## config.mk

```make
export PLATFORM = sky130hd
export DESIGN_NAME = rx_loader
export DESIGN_NICKNAME = d
export VERILOG_FILES = /design/src/rtl/rx_loader_pkg.sv /design/src/rtl/rx_loader_idle_timer.sv /design/src/rtl/rx_loader.sv
export SDC_FILE = /design/constraint.sdc
export NUM_CORES = 1
export LEC_CHECK = 0
export CAP_MARGIN = 5
export CELL_PAD_IN_SITES_DETAIL_PLACEMENT = 0
export CELL_PAD_IN_SITES_GLOBAL_PLACEMENT = 2
export CORE_MARGIN = 3
export CORE_UTILIZATION = 38
export CTS_CLUSTER_SIZE = 12
export DETAILED_ROUTE_END_ITERATION = 8
export GPL_TIMING_DRIVEN = 0
export PLACE_DENSITY = 0.94
export SLEW_MARGIN = 40
export SYNTH_ARGS = -nofsm -noshare
export SYNTH_HDL_FRONTEND = slang
export SYNTH_HIERARCHICAL = 1
export SYNTH_SLANG_ARGS = --single-unit
export TNS_END_PERCENT = 100
```

## constraint.sdc

```tcl
create_clock -name iClock -period 7.1 [get_ports iClock]
set_clock_uncertainty 0.1 [all_clocks]
set_input_delay 1.42 -clock iClock [delete_from_list [all_inputs] [get_ports iClock]]
set_output_delay 1.42 -clock iClock [all_outputs]
set_load 0.01 [all_outputs]
```

## src/rtl/rx_loader_pkg.sv

```systemverilog
// rx_loader_pkg: state encodings and link defaults shared by the UART loader blocks
package rx_loader_pkg;
    typedef enum logic [2:0] {
        IDLE      = 3'd0,
        WAIT_BYTE = 3'd1,
        WRITE     = 3'd2,
        INCREMENT = 3'd3,
        DONE      = 3'd4,
        ABORT     = 3'd5
    } state_t;
    localparam int unsigned CLK_HZ    = 50_000_000;
    localparam int unsigned BAUD_RATE = 115_200;
endpackage

```

## src/rtl/rx_loader_idle_timer.sv

```systemverilog
// idle_timer: saturating 32-bit idle counter that flags when the link has stalled too long
module idle_timer #(
    parameter int unsigned TIMEOUT_CYCLES = 50_000_000
) (
    input  logic iClock,
    input  logic clear,
    input  logic enable,
    output logic expired
);
    logic [31:0] count;
    // count idle clocks, holding at all-ones rather than wrapping
    always_ff @(posedge iClock)
        if (clear) count <= '0;
        else if (enable && count != 32'hFFFF_FFFF) count <= count + 1'b1;
    assign expired = (TIMEOUT_CYCLES != 0) && (count == TIMEOUT_CYCLES - 1);
endmodule

```

## src/rtl/rx_loader.sv

```systemverilog
// rx_loader: writes bytes from the UART receiver to consecutive memory addresses from 0
module rx_loader
    import rx_loader_pkg::*;
#(
    parameter int          ADDR_WIDTH     = 16,
    parameter int          NUM_BYTES      = 65535,
    parameter int unsigned TIMEOUT_CYCLES = 50_000_000
) (
    input  logic                  iClock,
    input  logic                  iReset,
    input  logic                  iStart,
    input  logic [7:0]            iRxData,
    input  logic                  iRxDone,
    output logic [ADDR_WIDTH-1:0] oAddress,
    output logic [7:0]            oData,
    output logic                  oWrEn,
    output logic                  oBusy,
    output logic                  oFinished,
    output logic                  oTimeout,
    output logic                  oOverrun
);
    localparam logic [ADDR_WIDTH-1:0] LAST = ADDR_WIDTH'(NUM_BYTES - 1);
    state_t state, next;
    logic [ADDR_WIDTH-1:0] count;
    logic expired;
    logic last;
    assign last = count == LAST;
    // the idle counter restarts in IDLE and after each byte, and only runs while waiting with no byte
    idle_timer #(.TIMEOUT_CYCLES(TIMEOUT_CYCLES)) u_timer (
        .iClock (iClock),
        .clear  (!iReset || state == IDLE || state == INCREMENT),
        .enable (state == WAIT_BYTE && !iRxDone),
        .expired(expired)
    );
    // next-state decode; a byte arriving wins over a simultaneous timeout, unused codes fall to IDLE
    always_comb begin
        next = IDLE;
        case (state)
            IDLE:      next = iStart ? WAIT_BYTE : IDLE;
            WAIT_BYTE: next = iRxDone ? WRITE : expired ? ABORT : WAIT_BYTE;
            WRITE:     next = INCREMENT;
            INCREMENT: next = last ? DONE : WAIT_BYTE;
            default:   next = IDLE;
        endcase
    end
    // state and output registers; strobes are decoded from next state so they coincide with their state
    always_ff @(posedge iClock) begin
        if (!iReset) begin
            state     <= IDLE;
            count     <= '0;
            oAddress  <= '0;
            oData     <= '0;
            oWrEn     <= 1'b0;
            oBusy     <= 1'b0;
            oFinished <= 1'b0;
            oTimeout  <= 1'b0;
            oOverrun  <= 1'b0;
        end else begin
            state     <= next;
            oWrEn     <= next == WRITE;
            oBusy     <= next != IDLE;
            oFinished <= next == DONE;
            if (state == IDLE && iStart) begin
                count    <= '0;
                oAddress <= '0;
                oTimeout <= 1'b0;
                oOverrun <= 1'b0;
            end
            if (state == WAIT_BYTE && iRxDone) oData <= iRxData;
            if (state == INCREMENT && !last) begin
                count    <= count + 1'b1;
                oAddress <= oAddress + 1'b1;
            end
            if (next == ABORT) oTimeout <= 1'b1;
            if (iRxDone && state inside {WRITE, INCREMENT, DONE, ABORT}) oOverrun <= 1'b1;
        end
    end
endmodule
```

=== Word level (Yosys, flattened, before mapping) ===
Index checks and enable logic that the tools add are counted.

* Bits in registers: 80
* Bits of input ports: 12
* Output and inout bits: 29

* $add $sub $neg: 3
* Eq/ne operators: 11
* Multiplexer cells: 11
* Reductions and logical operators: 17

{| class="wikitable"
|+ Operator list
! cell !! count
|-
| 16-bit two-way mux || 3
|-
| 16-bit by 1-bit adder with 16-bit output (second input constant) || 2
|-
| 32-bit by 1-bit adder with 32-bit output (second input constant) || 1
|-
| 32-bit by 26-bit == test with 1-bit output (second input constant) || 1
|-
| 32-bit inequality test (second input constant) || 1
|-
| 16-bit == test (second input constant) || 1
|-
| 3-bit == test (second input constant) || 4
|-
| 3-bit case mux with 4 select lines || 1
|-
| 3-bit by 2-bit == test with 1-bit output (second input constant) || 3
|-
| 3-bit two-way mux || 3
|-
| 1-bit logical AND || 6
|-
| 2-bit nonzero test || 3
|-
| 1-bit two-way mux || 4
|-
| 4-bit nonzero test || 1
|-
| 3-bit by 1-bit == test with 1-bit output (second input constant) || 1
|-
| 1-bit logical NOT || 3
|-
| 3-bit logical NOT || 1
|-
| 3-bit nonzero test || 1
|-
| 1-bit logical OR || 2
|}

=== Depth between registers and ports, before layout ===
Gate-level depths: netlist of run 1.

* Depth after elaboration: 6
* Depth in mapped cells: 8
* Depth with buffers taken out: 7

=== By module ===
The synthesis of run 1 kept the hierarchy.

{| class="wikitable"
|+ By module, submodules not included
! module !! instances !! cells each !! area an instance (µm²) !! sequential area each (µm²)
|-
| rx_loader || 1 || 265 || 2344.7 || 960.9
|-
| idle_timer || 1 || 210 || 1796.7 || 640.6
|}

=== Worst setup path before layout of run 1 ===
OpenSTA, ideal clock, no wires.

* Path type: input to register
* Start: in iRxDone
* End: reg u_timer.count[31]
* Arrival: 2.967 ns
* Slack: 3.913 ns
* Cell stages on the path: 7
* Buffers on the path: 1
* Cells stage by stage: nor4b_1 clkbuf_2 nand4_1 nor2_1 nand3_1 nor3_1 mux2_2

* Longest elaborated chain between the ends: 3

{| class="wikitable"
|+ RTL lines
! what !! line !! RTL
|-
| from (decl) || rx_loader.sv:13 || <nowiki>input logic iRxDone,</nowiki>
|-
| 1-bit logical NOT || rx_loader.sv:32 || <nowiki>.enable (state == WAIT_BYTE && !iRxDone),</nowiki>
|-
| 1-bit logical AND || rx_loader.sv:32 ||
|-
| 1-bit logical AND || rx_loader_idle_timer.sv:14 || <nowiki>else if (enable && count != 32'hFFFF_FFFF) count <= count + 1'b1;</nowiki>
|-
| to (signal assigned) || rx_loader_idle_timer.sv:14 ||
|-
| to (decl) || rx_loader_idle_timer.sv:10 || <nowiki>logic [31:0] count;</nowiki>
|}

No other way between the ends.
A chain may end at the register's enable or synchronous reset.

=== Final worst setup path of run 1 ===
Ends and elaborated chain as after synthesis.

==> results of run 1 <==
==> worst min-delay path by stage <==
stage / end / from / slack (ps) / cells after the start
after floorplan: u_timer/count[23] / u_timer/count[23] / 370 / 2
after global placement: oTimeout / oTimeout / 350 / 2
after detailed placement: oTimeout / oTimeout / 360 / 2
after CTS: oTimeout / oTimeout / 380 / 2
after global routing: oTimeout / oTimeout / 390 / 2
final: oTimeout / oTimeout / 370 / 2
==> power by group through the flow <==
stage               Combinational [mW]  Sequential [mW]  Clock [mW]
finish                          0.0709            0.456       0.314
global route                    0.0787            0.457       0.349
floorplan                       0.0410            0.469           0
global placement                0.0706            0.467           0
CTS                             0.0715            0.457       0.331
detailed placement              0.0713            0.467           0
==> cell usage after synthesis, types with 6 or more instances <==
| library cell | instances |
|---|---|
| sky130_fd_sc_hd__nand3_1 | 33 |
| sky130_fd_sc_hd__nor2b_1 | 12 |
| sky130_fd_sc_hd__and4_1 | 6 |
| sky130_fd_sc_hd__ha_1 | 6 |
| sky130_fd_sc_hd__inv_1 | 10 |
| sky130_fd_sc_hd__nand2b_1 | 6 |
| sky130_fd_sc_hd__nor2_1 | 39 |
| sky130_fd_sc_hd__nor4_1 | 7 |
| sky130_fd_sc_hd__mux2i_1 | 15 |
| sky130_fd_sc_hd__dfxtp_1 | 80 |
| sky130_fd_sc_hd__clkbuf_1 | 10 |
| sky130_fd_sc_hd__xnor2_1 | 14 |
| sky130_fd_sc_hd__nand4_2 | 6 |
| sky130_fd_sc_hd__nand4_1 | 15 |
| sky130_fd_sc_hd__nand2_1 | 30 |
| sky130_fd_sc_hd__o21ai_0 | 34 |
| sky130_fd_sc_hd__or3_1 | 19 |
| sky130_fd_sc_hd__a21oi_1 | 28 |
| sky130_fd_sc_hd__and3_1 | 8 |
| sky130_fd_sc_hd__nor3_1 | 20 |
==> worst register-to-register path, cell delays in order (launching register included) <==
cell                       delay (ps)
sky130_fd_sc_hd__dfxtp_1          320
sky130_fd_sc_hd__buf_2            170
sky130_fd_sc_hd__nor4b_1          400
sky130_fd_sc_hd__clkbuf_2         290
sky130_fd_sc_hd__nand4_1          330
sky130_fd_sc_hd__nor2_1           280
sky130_fd_sc_hd__nand3_1          150
sky130_fd_sc_hd__nor3_1           230
sky130_fd_sc_hd__mux2_2           360
==> area by class of cell <==
cell class | count | area, µm²
plain buffers | 20 | 113.9
multi-input cells | 365 | 2395
inverters | 10 | 37.54
clock inverters | 5 | 40.04
flip-flops and latches | 80 | 1602
fillers | 1046 | 5563
repair buffers | 40 | 400.4
clock buffers | 11 | 141.4
well taps | 136 | 170.2
==> stage by stage <==
step           hold WS, ps  std cells  setup slack (ps)  power, mW
2_1_floorplan        369.4        475              3913     0.5095
3_3_place_gp         346.0        651              2951     0.5374
3_5_place_dp         357.4        651              2946     0.5384
4_1_cts              378.1        667              3329     0.8592
5_1_grt              390.3        667              3159     0.8851
6_report             374.9        667              3311     0.8417
==> cells by family after synthesis <==
kind of cell               count (synthesis)  share of synthesized area
and+or+nand+nor                          232                     0.3396
adders and majority gates                  6                    0.01813
buffers and inverters                     30                    0.03656
AOI/OAI and AO/OA                         89                     0.1299
DFF                                       80                     0.3867
muxes                                     19                    0.04894
xor gates and xnor gates                  19                    0.04018
==> registers in the layout, indices dropped and copies added (netlist names) <==
name	flops
count	16
oWrEn	1
state	3
oBusy	1
oData	8
oFinished	1
oAddress	16
oOverrun	1
oTimeout	1
u_timer/count	32
==> per-layer routing <==
metal	vias up	global-route usage	wire, µm
met5	-	0	0
met4	0	0.04837	102
met3	9	0.05183	459
met2	64	0.2795	4852
met1	1760	0.2425	4780
li1	1837	-	-
==> reports/summary.txt, run 1 <==
cell depth of the worst setup path: 8
part of the Yosys area used for sequential elements: 0.3867
critical setup path kind: in -> reg
start point of the critical path: iRxDone
internal power consumption: 0.6220 mW
count of flip-flops with a built-in enable after synthesis: 0
vias per std cell: 5.502
placed instance area: 4718 µm²
layout cell share with drive strength beyond 1: 0.1092
share of flip-flops with an asynchronous set or reset: 0
maximum net fanout on the critical path: 8
capture point of the worst path: u_timer/count[31]
CTS H-Tree Depth: 3
start of the worst register-to-register path: state[1]
max-cap check violation count: 0
total clock buffers created by CTS: 9
CTS tree: built
portion of synthesized cell area occupied by the leading cell type: 0.3867
clk_lat worst skew: 370 ps
data arrival time of the worst path: 3950 ps
Post-Syn Area per Cell: 8.719 µm²
number of nets produced by synthesis: 493
number of global-route vias before repair: 3,454
final layout net count: 544
count of mapped cells out of synthesis: 475
relative slew slack: 0.5863
placed wire-length estimate: 7421 µm
total negative setup slack: 0 ps
Finished Core Util: 0.4683
initial core utilization: 0.3958
RSZ-0062 raised after global routing: no
post-synthesis instance area: 4141 µm²
Die Span X: 110.4 µm
weighted congestion at the end of routability-driven global placement: 0.8044
die area: 12,190 µm²
Layout Area Growth over Synthesis: 18.31%
Vert. Die Dim: 110.4 µm
post-synthesis sequential element count: 80
largest vdd supply drop: 0.1249 mV
cell depth of the worst flop-to-flop path: 8
leading cell types in the layout, fill and taps excluded: 80 x sky130_fd_sc_hd__dfxtp_1, 40 x sky130_fd_sc_hd__clkdlybuf4s50_1, 39 x sky130_fd_sc_hd__nor2_1, 34 x sky130_fd_sc_hd__o21ai_0, 33 x sky130_fd_sc_hd__nand3_1
clock input transition at the sequential cells of the worst setup and hold paths: 90 ps
data required time of the worst path: 7260 ps
Port Buffer Count: 40
number of failing hold endpoints at the final stage: 0
total via count after detailed routing: 3,670
Detail Route Antenna Nets: 0
proportion of power drawn by the clock network: 0.373
count of standard-cell rows: 37
post-CTS setup buffer count: 0
fin crit period: 3789 ps
Floorplan Core Area: 10,460 µm²
most common cell after layout, fill and taps aside: sky130_fd_sc_hd__dfxtp_1
slack of the worst reg-to-reg path: 4380 ps
final period utilization: 0.5337
predominant post-synthesis flop cell: sky130_fd_sc_hd__dfxtp_1
number of top-level pins: 41
maximum number of pins on one net before global-route repair: 15
switching power share of the total: 0.2610
overflow left after global routing: 0
wire length of the first global-routing pass: 17,220 µm
total length of routed wires: 10,190 µm
number of DRC violations after detailed-routing iteration 0: 210
endpoint of the worst register-to-register path: u_timer/count[31]
actual slew at the worst max-slew pin: 614.0 ps
cell types with the largest area share after synthesis: sky130_fd_sc_hd__dfxtp_1 39%, sky130_fd_sc_hd__o21ai_0 4.1%, sky130_fd_sc_hd__nand3_1 4.0%, sky130_fd_sc_hd__mux2i_1 3.6%, sky130_fd_sc_hd__nor2_1 3.5%
area of all placed cells without fillers: 4900 µm²
detailed-routing iteration count for the pre-antenna-repair pass: 5
overall track demand over capacity in global routing: 0.1792
combinational share of power: 0.084
register share of total power: 0.542
net switching power figure: 0.2197 mW
cell type with the highest aggregate area in the netlist: sky130_fd_sc_hd__dfxtp_1
leakage component of the power: 1.637 nW
total inserted antenna cells: 0
number of buffers inserted by hold repair at cts: 0
Clock Root Buffer: sky130_fd_sc_hd__clkbuf_8
slowest stage cell, crit path: sky130_fd_sc_hd__clkdlybuf4s50_1
max frequency: 0.2639 GHz
crit-path max cell delay: 510 ps
status: completed
cells traversed along the worst timing path: clkdlybuf4s50_1 -> nor4b_1 -> clkbuf_2 -> nand4_1 -> nor2_1 -> nand3_1 -> nor3_1 -> mux2_2
Worst Setup Start Kind: input pin
number of antenna violations at the first check in global routing: 0
Yosys Warn Count: 6
type of element capturing the critical path: flip-flop
CP delay by family, top: simple AND/OR/NAND/NOR gates
clk buf depth: 2
Slew Viols, Final: 0
cell area power density: 171.8 nW/µm²
clk sink count: 80
post-cts repair resize count: 0
DRC errors left: 0
final setup vio count: 0
type of the worst min-delay path: reg -> reg
routed wirelength normalized by instance count: 15.28 µm
synth unique cells: 64
WP buf/inv: 2
Note: power is estimated with default switching activity, not from simulation.
==> run 2: changes to the inputs <==
- CORE_UTILIZATION: 38 -> 32
- PLACE_DENSITY: 0.94 -> 0.86
- clock period: 7.1 -> 3.1 ns (I/O delays scaled with it)
==> reports/summary.txt, run 2 (synthesized netlist as in run 1, its figures left out) <==
critical setup path kind: in -> reg
number of standard cells in the layout, taps in and fillers out: 700 (+4.9%)
final period utilization: 0.9273
number of buffers inserted by hold repair at cts: 0 (unchanged)
Port Buffer Count: 40 (unchanged)
crit-path max cell delay: 590 ps (+80 ps)
data arrival time of the worst path: 2970 ps (-980 ps)
max frequency: 0.3479 GHz
clk buf depth: 2 (unchanged)
clock input transition at the sequential cells of the worst setup and hold paths: 60 ps (-30 ps)
start point of the critical path: iReset
leading cell types in the layout, fill and taps excluded: 80 x sky130_fd_sc_hd__dfxtp_1, 40 x sky130_fd_sc_hd__clkdlybuf4s50_1, 39 x sky130_fd_sc_hd__nor2_1, 34 x sky130_fd_sc_hd__o21ai_0, 33 x sky130_fd_sc_hd__nand3_1
maximum net fanout on the critical path: 10 (+2)
final setup vio count: 0 (unchanged)
total via count after detailed routing: 3,645 (-0.68%)
initial core utilization: 0.3364 (-0.05946)
relative slew slack: 0.5984 (+0.01209)
cell depth of the worst flop-to-flop path: 8 (unchanged)
overflow left after global routing: 0 (unchanged)
vias per std cell: 5.207 (-5.4%)
number of global-route vias before repair: 3,519 (+1.9%)
Vert. Die Dim: 119.8 µm (+8.5%)
Slew Viols, Final: 0 (unchanged)
clk sink count: 80 (unchanged)
number of top-level pins: 41 (unchanged)
total length of routed wires: 10,180 µm (about the same)
register ranked first by flip-flop count: u_timer/count
leakage component of the power: 1.695 nW (+3.6%)
registers with the most flip-flops: u_timer/count: 32 flops, count: 16 flops, oAddress: 16 flops
detailed-routing iteration count for the pre-antenna-repair pass: 4 (-1)
Pwr Total: 2.173 mW (+160%)
total clock buffers created by CTS: 9 (unchanged)
Detail Route Antenna Nets: 0 (unchanged)
slowest stage cell, crit path: sky130_fd_sc_hd__clkdlybuf4s50_1
cell type with the highest occurrence count on the critical path: sky130_fd_sc_hd__clkbuf_1
area of all placed cells without fillers: 5039 µm² (+2.8%)
cell area power density: 431.3 nW/µm² (+150%)
placed wire-length estimate: 7417 µm (about the same)
cell depth of the worst hold path: 2 (unchanged)
max FFs per register: 32 (unchanged)
count of filler cells inserted in the layout: 1,247 (+19%)
start of the worst register-to-register path: state[1]
number of failing hold endpoints at the final stage: 0 (unchanged)
maximum number of pins on one net before global-route repair: 13 (-2)
final layout net count: 546 (+0.37%)
Die Span X: 119.8 µm (+8.5%)
clk_lat worst skew: 330 ps (-40 ps)
Layout Area Growth over Synthesis: 21.66%
number of antenna violations at the first check in global routing: 0 (unchanged)
data required time of the worst path: 3200 ps (-4060 ps)
Finished Core Util: 0.4092 (-0.05906)
overall track demand over capacity in global routing: 0.1458 (-0.03342)
launch point of the worst hold path: oTimeout
placed instance area: 4758 µm² (+0.85%)
Floorplan Core Area: 12,310 µm² (+18%)
largest vdd supply drop: 0.2327 mV (+86%)
CTS tree: built
number of DRC violations after detailed-routing iteration 0: 182 (-13%)
type of element capturing the critical path: flip-flop
cell count after placement: 683 (+4.9%)
wire length of the first global-routing pass: 17,220 µm (unchanged)
routed wirelength normalized by instance count: 14.55 µm (-4.8%)
CTS H-Tree Depth: 3 (unchanged)
fin crit period: 2875 ps
max-cap check violation count: 0 (unchanged)
layout cell share with drive strength beyond 1: 0.1090 (-0.0002053)
DRC errors left: 0 (unchanged)
die area: 14,340 µm² (+18%)
hold slack: 372.1 ps (-2.756 ps)
cells traversed along the worst timing path: clkdlybuf4s50_1 -> clkbuf_1 -> o21ai_0 -> clkbuf_1 -> clkbuf_1 -> clkbuf_1 -> a21oi_1
most common cell after layout, fill and taps aside: sky130_fd_sc_hd__dfxtp_1
status: completed
type of the worst min-delay path: reg -> reg
Worst Setup Start Kind: input pin
count of standard-cell rows: 40 (+8.1%)
Clock Root Buffer: sky130_fd_sc_hd__clkbuf_16
actual slew at the worst max-slew pin: 602.4 ps (-11.64 ps)
weighted congestion at the end of routability-driven global placement: 0.8325 (+3.5%)
total inserted antenna cells: 0 (unchanged)
RSZ-0062 raised after global routing: no
[run 2: changes by cell type in the layout (fill, tap and decap cells not counted)]
cell                         before  now
sky130_fd_sc_hd__clkbuf_1        11   12
sky130_fd_sc_hd__clkbuf_8        10    1
sky130_fd_sc_hd__clkinvlp_4       3    0
sky130_fd_sc_hd__buf_4            1    3
sky130_fd_sc_hd__clkbuf_16        0    9
sky130_fd_sc_hd__clkinv_4         0    1
sky130_fd_sc_hd__inv_6            2    0
sky130_fd_sc_hd__clkinv_2         0    2
[run 2: cell type report]
class / count / area [µm²] / area share
Multi-Input combinational cell: 365 / 2395 / 0.4753
Clock buffer: 12 / 246.5 / 0.04892
Timing Repair Buffer: 42 / 415.4 / 0.08244
Sequential cell: 80 / 1602 / 0.3179
Tap cell: 168 / 210.2 / 0.04172
Clock inverter: 3 / 18.77 / 0.003725
Inverter: 10 / 37.54 / 0.007450
Buffer: 20 / 113.9 / 0.02260
[run 2: path summary, 6_finish.rpt]
path | to | slack (ps)
worst max-delay path | u_timer/count[7] | 230
worst min-delay path | oTimeout | 370
worst max register to register | u_timer/count[25] | 500
worst min register to register | oTimeout | 370
[run 2: stage by stage]
stage	worst slack, ps	setup TNS, ps
floorplan	712.7	0
global placement	-318.6	-2536
detailed placement	-282.9	-3086
CTS	63.53	0
global route	5.736	0
finish	225.4	0
[run 2: where the power goes]
| group | leakage [nW] | internal [mW] | total [mW] | switching [mW] |
|---|---|---|---|---|
| Clock | 0.132 | 0.559 | 0.963 | 0.404 |
| Combinational | 0.917 | 0.0671 | 0.163 | 0.0961 |
| Sequential | 0.645 | 1.04 | 1.05 | 0.00640 |
| Total | 1.69 | 1.67 | 2.17 | 0.507 |
[run 2: routing by layer]
layer  part of all wire  GRT usage  wire length, µm  vias up
met4              0.019    0.05369              193        0
met2               0.47     0.2422             4781       71
met3              0.036    0.02922              363       16
met5                  0          0                0        -
li1                   -          -                -     1836
met1               0.48     0.1872             4845     1722
[run 2: timing repair]
item / 4_1_cts / 5_1_grt
setup buffers: 0 / 2
endpoints found under the setup margin: 0 / 4
hold endpoints to repair: 0 / 0
gates resized for setup: 0 / 0
[run 2: critical path: cells and delay by family]
family                 cells  cell delay [ps]
AO/OA/AOI/OAI              2              220
buffers and inverters      5             2130
==> RTL edit: new RTL, settings of run 2 <==
Change the parameter `ADDR_WIDTH` from 16 to 17.
--- a/src/rtl/rx_loader.sv
+++ b/src/rtl/rx_loader.sv
@@ -2,7 +2,7 @@
 module rx_loader
     import rx_loader_pkg::*;
 #(
-    parameter int          ADDR_WIDTH     = 16,
+    parameter int          ADDR_WIDTH     = 17,
     parameter int          NUM_BYTES      = 65535,
     parameter int unsigned TIMEOUT_CYCLES = 50_000_000
 ) (
Interface: changed (resized oAddress); port bits go from 41 to 42. No check against the original RTL was run, so the function may have changed too.
==> RTL edit against run 2 <==
  * Combinational power down 8%
  * Sequential cell count up 2
  * Final area up 2.7%
  * Critical path type unchanged
  * Setup slack worse by 0.075 ns
  * First-iteration DRC count up 27%
  * Synthesized area up 2.8%
  * Total power up 5.0%
  * Routed wire length up 17%
==> RTL edit: results (changes against run 2) <==
Post-synthesis cell type count: 70 (+9.4%)
Final cell count without fillers: 742 (+6.0%)
Drt first pass iters: 5 (+1)
Synth Area per Inst: 8.28 um^2 (-5.0%)
Register area share after synthesis: 38.6% (-0.11 points)
Dpl cells: 727 (+6.4%)
Global Route Usage Sum: 16.3% (+1.7 points)
LEAKAGE: 1.65 nW (-2.4%)
Status: finished clean
VDD IR-drop max: 0.203 mV (-13%)
Synth warnings: 6 (unchanged)
Hold path start: oData[4]
Hpwl dp: 8430 um (+14%)
NumNets Final: 584 (+7.0%)
Port-buffer cells: 41 (+2.5%)
Post-synth top cells: 82 x dfxtp_1, 53 x nand2_1, 47 x a21oi_1, 41 x nor2_1, 33 x nand3_1
Rel. slew slack: 55.8% (-4.1 points)
Syn nets: 532 (+7.9%)
CTS resizes: 2 (+2)
Reg2Reg Depth: 9 (+1)
Vias after detailed routing: 4069 (+12%)
Delay-heaviest family, CP: simple AND/OR/NAND/NOR gates
FF-to-FF Start: state[1]
FP Rows: 41 (+2.5%)
1st-iter DRT viols: 232 (+27%)
Worst path max stage delay: 0.54 ns (-0.05 ns)
CP startpoint: iRxDone
Final wirelength: 11900 um (+17%)
Max FO, Critical Path: 8 (-2)
Filler cells: 1321 (+5.9%)
CP arrival: 3.07 ns (+0.10 ns)
Placed Area: 4880 um^2 (+2.6%)
Routability congestion estimate: 0.830 (-0.34%)
Clock H-tree levels: 3 (unchanged)
Clk Latency, worst-skew pair: 0.34 ns
Setup-failing EPs final: 0 (unchanged)
First-pass GRT wire length: 19000 um (+10%)
Largest registers: u_timer/count (32), count (17), oAddress (17)
Area contributors post-synth: dfxtp_1 39%, a21oi_1 5.5%, nand2_1 4.7%, nand3_1 3.9%, nor2_1 3.6%
Layout cells sized above 1: 9.65% (-1.3 points)
Number of global-route vias before repair: 3696 (+5.0%)
==> RTL edit: worst min-delay path, cell delays in order, from the launching register on <==
cell,delay (ns)
dfxtp_1,0.30
nand2_1,0.05
a21oi_1,0.05
==> RTL edit: stage by stage <==
| step | setup WS [ns] | util [%] | hold slack [ns] | TNS, ns | power, mW |
|---|---|---|---|---|---|
| floorplan | 0.822 | - | 0.357 | 0 | 1.18 |
| global placement | -0.371 | 38.1 | 0.342 | -7.50 | 1.25 |
| detailed placement | -0.444 | 38.1 | 0.347 | -9.85 | 1.25 |
| CTS | 0.182 | 40.3 | 0.356 | 0 | 2.31 |
| global route | 0.0103 | 40.4 | 0.377 | 0 | 2.38 |
| finish | 0.151 | 40.4 | 0.352 | 0 | 2.28 |
==> RTL edit: worst paths after layout <==
kind / to / slack [ns]
worst max-delay path: u_timer/count[31] / 0.15
worst max register to register: u_timer/count[31] / 0.48
worst min-delay path: oData[4] / 0.35
worst min register to register: oData[4] / 0.35
==> RTL edit: logic make-up (layout without fill, tap and decap cells) <==
group	count (synthesis)	after routing	share of synthesized area [%]
flip-flops	82	82	38.6
multiplexers	6	6	1.70
adder cells (fa/ha/maj)	6	6	1.76
AO/OA/AOI/OAI	115	115	16.5
buffers and inverters	35	91	4.06
XOR/XNOR	11	11	2.26
AND/OR/NAND/NOR	259	259	35.2
==> RTL edit: final cells by class <==
cell class | instances | share of cell area (%)
plain buffers | 26 | 2.73
clock buffers | 12 | 4.76
clock inverters | 3 | 0.774
inverters | 9 | 0.653
multi-input cells | 397 | 47.3
flip-flops and latches | 82 | 31.7
well taps | 172 | 4.16
repair buffers | 41 | 7.93
==> RTL edit: power by group <==
part           switching [mW]  total, mW  internal (mW)  leakage, nW
clock network           0.417       1.06          0.639        0.142
logic                  0.0969      0.150         0.0536        0.850
registers             0.00913       1.07           1.06        0.661
total                   0.523       2.28           1.76         1.65
==> RTL edit: metal layers <==
metal	GRT usage [%]	part of all wire, %	vias to the layer above
met5	0	0	-
met4	7.77	2.1	0
met3	2.84	4.8	21
met2	23.5	43	106
met1	23.4	50	1928
li1	-	-	2014
